## src/rtl/sudoku_board_loader.sv

```systemverilog
// Assembles BCD cell digits into the solver's packed board; state, board, cursor, givens and error update one cycle after the event.
// digit_ready_out is low while FULL, in reset, or under clear/backspace; a full board is held until board_ack_in.
module sudoku_board_loader #(
   parameter int GRID_SIZE = 9
) (
   input  logic                                 clk_in,
   input  logic                                 reset_in,
   input  logic [3:0]                           digit_in,
   input  logic                                 digit_valid_in,
   output logic                                 digit_ready_out,
   input  logic                                 backspace_in,
   input  logic                                 clear_in,
   input  logic                                 board_ack_in,
   output logic [4*GRID_SIZE*GRID_SIZE-1:0]     board_out,
   output logic                                 board_valid_out,
   output logic [6:0]                           cell_index_out,
   output logic [6:0]                           givens_out,
   output logic                                 error_out
);
   localparam int         CELLS = GRID_SIZE * GRID_SIZE;
   localparam logic [6:0] LAST  = 7'(CELLS - 1);

   typedef enum logic {LOAD, FULL} state_t;

   state_t                state_q, state_d;
   logic [CELLS-1:0][3:0] board_q, board_d;
   logic [6:0]            idx_q, idx_d;
   logic [6:0]            givens_q, givens_d;
   logic                  err_q, err_d;
   logic                  accept;
   logic                  wr_en;
   logic [6:0]            wr_idx;
   logic [3:0]            wr_val;
   logic [3:0]            old_val;

   assign digit_ready_out = (state_q == LOAD) && !reset_in && !clear_in && !backspace_in;
   assign accept          = digit_valid_in && digit_ready_out;

   always_ff @(posedge clk_in) begin
      if (reset_in) begin
         state_q  <= LOAD;
         board_q  <= '0;
         idx_q    <= '0;
         givens_q <= '0;
         err_q    <= 1'b0;
      end else begin
         state_q  <= state_d;
         board_q  <= board_d;
         idx_q    <= idx_d;
         givens_q <= givens_d;
         err_q    <= err_d;
      end
   end

   // At most one cell is written per cycle; clear is the only bulk update.
   always_comb begin
      state_d  = state_q;
      idx_d    = idx_q;
      err_d    = 1'b0;
      wr_en    = 1'b0;
      wr_idx   = idx_q;
      wr_val   = 4'd0;
      board_d  = board_q;
      givens_d = givens_q;
      old_val  = 4'd0;

      if (clear_in) begin
         state_d = LOAD;
         idx_d   = '0;
      end else if (backspace_in) begin
         if (state_q == FULL) begin
            wr_en   = 1'b1;
            state_d = LOAD;
         end else if (idx_q != 7'd0) begin
            wr_en  = 1'b1;
            wr_idx = idx_q - 7'd1;
            idx_d  = idx_q - 7'd1;
         end
      end else if (accept) begin
         if (digit_in > 4'd9) begin
            err_d = 1'b1;
         end else begin
            wr_en  = 1'b1;
            wr_val = digit_in;
            if (idx_q == LAST) state_d = FULL;
            else               idx_d   = idx_q + 7'd1;
         end
      end else if (board_ack_in && (state_q == FULL)) begin
         state_d = LOAD;
         idx_d   = '0;
      end

      if (clear_in) begin
         board_d  = '0;
         givens_d = '0;
      end else if (wr_en) begin
         old_val         = board_q[wr_idx];
         board_d[wr_idx] = wr_val;
         if ((old_val == 4'd0) && (wr_val != 4'd0))      givens_d = givens_q + 7'd1;
         else if ((old_val != 4'd0) && (wr_val == 4'd0)) givens_d = givens_q - 7'd1;
      end
   end

   assign board_out       = board_q;
   assign board_valid_out = (state_q == FULL);
   assign cell_index_out  = idx_q;
   assign givens_out      = givens_q;
   assign error_out       = err_q;
endmodule
```

## config.mk

```make
export PLATFORM = sky130hd
export DESIGN_NAME = sudoku_board_loader
export DESIGN_NICKNAME = d
export VERILOG_FILES = /design/src/rtl/sudoku_board_loader.sv
export SDC_FILE = /design/constraint.sdc
export NUM_CORES = 1
export LEC_CHECK = 0
export CAP_MARGIN = 0
export CORE_ASPECT_RATIO = 0.5
export CORE_MARGIN = 1.5
export CORE_UTILIZATION = 35
export DETAILED_ROUTE_END_ITERATION = 8
export PLACE_DENSITY = 0.6
export SYNTH_ARGS = -nofsm -noshare
export SYNTH_HDL_FRONTEND = slang
export SYNTH_SLANG_ARGS = --single-unit
```

## constraint.sdc

```tcl
create_clock -name clk_in -period 8.1 [get_ports clk_in]
set_input_delay 1.62 -clock clk_in [delete_from_list [all_inputs] [get_ports clk_in]]
set_output_delay 1.62 -clock clk_in [all_outputs]
set_load 0.01 [all_outputs]
```

Word-level counts from Yosys, hierarchy flattened
Index checks and enable logic that the tools add are counted.

storage, ports and cells
  register bits = 340
  input bits = 10
  logic and storage cells = 155

cells by class
  $add $sub $neg = 4
  magnitude comparators = 3
  eq/ne operators = 5
  mux-type cells = 31
  bitwise logic cells = 2
  reductions and logical operators = 25

operators by type and width
  kind                                                    number
  bitwise mux 324 bit                                     1
  2-to-1 mux 7 bit                                        11
  binary-select mux 4 bit (select 7 bit)                  1
  demux 4 bit (select 7 bit)                              1
  2-to-1 mux 4 bit                                        6
  adder 7 x 1 -> 7 bit (second input constant)            2
  subtractor 7 x 1 -> 7 bit (second input constant)       2
  2-to-1 mux 1 bit                                        11
  logical AND 1 bit                                       8
  zero test 4 bit                                         2
  < comparator 7 x 8 -> 1 bit (second input constant)     1
  nonzero test 4 bit                                      2
  == test 7 bit (second input constant)                   1
  >= comparator 7 x 1 -> 1 bit (second input constant)    1
  nonzero test 7 bit                                      1
  inequality test 3 bit (second input constant)           2
  AND reduction 3 bit                                     2
  > comparator 4 bit (second input constant)              1
  nonzero test 2 bit                                      2
  OR reduction 4 bit                                      1
  zero test 1 bit                                         3
  nonzero test 3 bit                                      1
  OR reduction 3 bit                                      1
  inequality test 2 x 1 -> 1 bit (second input constant)  1
  4 further kinds                                         5

Longest topological paths before layout
  word-level depth = 12
  gate-level depth with buffers = 28

Worst setup path after synthesis
No wires, ideal clock.

  kind = input port to flip-flop
  start point = input port clear_in
  end point = register givens_q[6], in the netlist givens_out[6]
  arrival = 5.435 ns
  setup slack = 2.538 ns
  cell stages on the path = 22
  buffers on the path = 2
  cells stage by stage = or3b_1 > buf_4 > a21oi_4 > a2bb2oi_2 > buf_6 > o22ai_1 > nor4_1 > o31ai_1 > a311oi_1 > nor4_1 > o211a_1 > ha_1 > inv_1 > ha_1 > a21o_1 > a21oi_1 > o21bai_1 > a21oi_1 > xnor2_1 > nand2_1 > xor2_1 > nor2_1

on the way
  longest elaborated chain between the ends = 11

ends and longest elaborated chain
  what                                                                       RTL line  RTL
  start, declared                                                            12        input logic clear_in,
  parallel branches: the longest is 11 deep, another holds 2-to-1 mux 7 bit  n/a
  end signal, assigned                                                       50        givens_q <= givens_d;
  end, declared                                                              28        logic [6:0] givens_q, givens_d;

Several ways; the timed one is not identified. The select of a mux whose other input is x is not followed.
A chain may end at the register's enable or synchronous reset.

Worst setup path after layout
  start point = input port clear_in
  end point = register givens_q[5], in the netlist givens_out[5]

The elaborated chain is that of the path after synthesis.

==> results.json <==
{
  "clkSinkCount": 340,
  "syn_nets": 2252,
  "cts_tree": "yes",
  "fin_cells": 3150,
  "via_per_inst": 5.92,
  "worst_slew_pin_slew_ns": 1.23,
  "relSlewSlack_pct": 17.9,
  "final_common_cell": "nand2_1",
  "via_count": 18600,
  "async_flop_share_pct": 0,
  "fp.dieH_microns": 159,
  "ios": 351,
  "cts.clk_slew.worst_paths_ns": 0.06,
  "synth_edf_count": 0,
  "io_buffers": 350,
  "nets": 2508,
  "drive_gt1_share_pct": 7.64,
  "outcome": "finished, final reports clean",
  "synth_top_family_by_area": "compound AO/OA/AOI/OAI gates",
  "ir_worst_vdd_mv": 0.136,
  "drc_errors": 0,
  "gp_congestion": 0.957,
  "start_util_pct": 35.8,
  "synthFlopType": "dfxtp_1",
  "p_per_area_mw_per_mm2": 177,
  "final.setup_skew_ns": 0.0265,
  "setup_viol": 0,
  "num-fill-cells": 4750,
  "antenna_found_initial": 0,
  "placed_cells": 3088,
  "maxCapViolCount": 0,
  "wl_microns": 76900,
  "min_path_type": "flop to flop",
  "endpoint_kind": "flop",
  "drt-initial-drc-count": 2669,
  "synth_cells": 2232,
  "synth_xor_area_share_pct": 0.362,
  "synth_area_per_cell_sq_um": 7.60,
  "yosysWarnings": 0,
  "post-dp-hpwl_microns": 53700,
  "syn_area_sq_mm": 0.0170,
  "fin_tns_setup_ns": 0,
  "leakage_nw": 6.77,
  "period_needed_ns": 7.69,
  "clkLatencyLatePin_ns": 0.55,
  "grt_pass1_wl_microns": 112000,
  "worstSetupPathType": "primary input to flop",
  "cts_hold_buf": 0,
  "area_delta_synth_final_pct": 30.9,
  "finalCritPeriodShare_pct": 94.9,
  "gr-usage-all-layers_pct": 29.5,
  "post_drt_wl_per_cell_microns": 24.4,
  "seq_area_frac_synth_pct": 40.1,
  "multi_input_area_sq_mm": 0.00924,
  "synthMuxAreaShare_pct": 4.80,
  "max_freq_mhz": 130,
  "clk_path_buf_depth": 3,
  "ff_latch_area_sq_mm": 0.00681,
  "cp_max_fo": 26,
  "n_antenna_cell": 0,
  "synth-compound-area-share_pct": 27.5,
  "yosys.area_share.simple_pct": 20.8,
  "ys_types": 91,
  "layout_common_cells": "nand2_1 (399), clkdlybuf4s50_1 (350), a21oi_1 (339), dfxtp_1 (339), o21ai_0 (243)",
  "htree_levels": 2,
  "cts-resized-gates": 0,
  "cp-start-kind": "primary input",
  "arrival_ns": 8.13,
  "die_area_sq_mm": 0.0499,
  "numCtsBuffers": 36,
  "grt_pass1_vias": 16900,
  "postCtsSetupBuffers": 0,
  "rsz0062_at_grt": "false",
  "fp.coreArea_sq_mm": 0.0474,
  "die_width_microns": 314,
  "hold_viol_final": 0,
  "firstDrtPassIters": 5,
  "root_buffer": "clkbuf_16",
  "ant_nets": 0,
  "worst_hold_slack_ns": 0.490,
  "drv_slew": 0,
  "synth_fa_ha_area_share_pct": 0.782,
  "cp.required_ns": 8.55,
  "rows": 56,
  "ys_ff_latch": 340,
  "overflow": 0,
  "grt_start_max_net_pins": 96
}
[power breakdown]
group | switching, W | internal (W)
registers | 0.00000388 | 0.00167
logic | 0.000311 | 0.000131
clock network | 0.000742 | 0.00106
total | 0.00106 | 0.00286
[area by class of cell]
type                    count  area share, %
repair buffers            423           18.4
clock inverters            13          0.952
well taps                 638           3.60
flip-flops and latches    340           30.7
multi-input cells        1678           41.6
clock buffers              49           4.65
inverters                   9          0.152
[registers in the layout, indices dropped and copies added, names as in the netlist]
register / cells
board_out: 324
cell_index_out: 7
givens_out: 7
board_valid_out: 1
error_out: 1
[final timing paths]
check                                        from        endpoint  slack, ns  cells past startpoint
worst max register to register  cell_index_out[1]   givens_out[6]       0.93                     24
worst max-delay path                     clear_in   givens_out[5]       0.41                     22
worst min register to register     board_out[150]  board_out[150]       0.49                      2
worst min-delay path               board_out[150]  board_out[150]       0.49                      2
[critical path: stages]
cell and delay, ns:
clkdlybuf4s50_1 0.56, or3b_1 0.60, a21oi_4 0.71, a2bb2oi_4 0.78
o22ai_1 0.20, nor4_1 0.36, a22oi_1 0.11, a311oi_1 0.82
nor4_1 0.29, o211a_1 0.34, ha_1 0.25, inv_1 0.07
buf_4 0.16, ha_1 0.24, a21o_1 0.17, a21o_1 0.19
a21oi_1 0.15, nor2_1 0.05, nor2_1 0.11, xnor2_1 0.13
nand2_1 0.07, a21oi_1 0.14
[synthesized netlist by cell type (5+ instances only)]
cell       number  share of area (%)
o2111ai_1       5               0.26
nor2_1        161                3.6
o22ai_1        77                2.8
a211oi_1        9               0.40
nor2_2          5               0.18
buf_1           6               0.13
inv_1           7               0.15
nor3b_1         5               0.22
nand3_1       130                3.8
o211ai_1       10               0.44
buf_4          15               0.66
buf_2          47                1.4
a22oi_1         6               0.27
nor2b_1         8               0.30
o221ai_1       23                1.2
nand2_1       399                8.8
and2_1          7               0.26
mux2i_1        61                3.6
o311ai_0        6               0.31
buf_6           6               0.40
or3_1           8               0.30
o21ai_0       243                7.2
nand2b_1        5               0.18
a31oi_1         6               0.22
o21ai_1         7               0.21
dfxtp_1       340                 40
and3_1          6               0.22
nand4_1         5               0.18
ha_1            9               0.66
nor4_1          6               0.22
nor3_2          7               0.41
a21oi_1       339                 10
clkbuf_1      131                2.9
mux4_2          9                1.2
nor3_1         21               0.62
a221oi_1        6               0.31
xnor2_1         5               0.26
[logic make-up after synthesis]
| group | after synthesis |
|---|---|
| and+or+nand+nor | 794 |
| DFF | 340 |
| buffers and inverters | 214 |
| xor gates and xnor gates | 7 |
| muxes | 70 |
| adders and majority gates | 10 |
| AOI/OAI and AO/OA | 797 |
[through the flow]
stage / setup WS (ns) / utilization, % / area, sq um / power, W
after floorplan: 2.54 / - / 17000 / 0.00200
after global placement: 0.142 / 44.2 / 21000 / 0.00214
after detailed placement: 0.0848 / 44.2 / 21000 / 0.00214
after CTS: 0.629 / 46.9 / 22200 / 0.00391
after global routing: 0.0781 / 46.9 / 22200 / 0.00401
final: 0.411 / 46.9 / 22200 / 0.00392
[routing by layer]
layer / global-route usage [%] / share of wire (%)
met1: 39.0 / 41
met2: 48.2 / 47
met3: 5.22 / 8.3
met4: 11.0 / 3.6
met5: 0 / 0
Power figures use the tool's default switching activity.
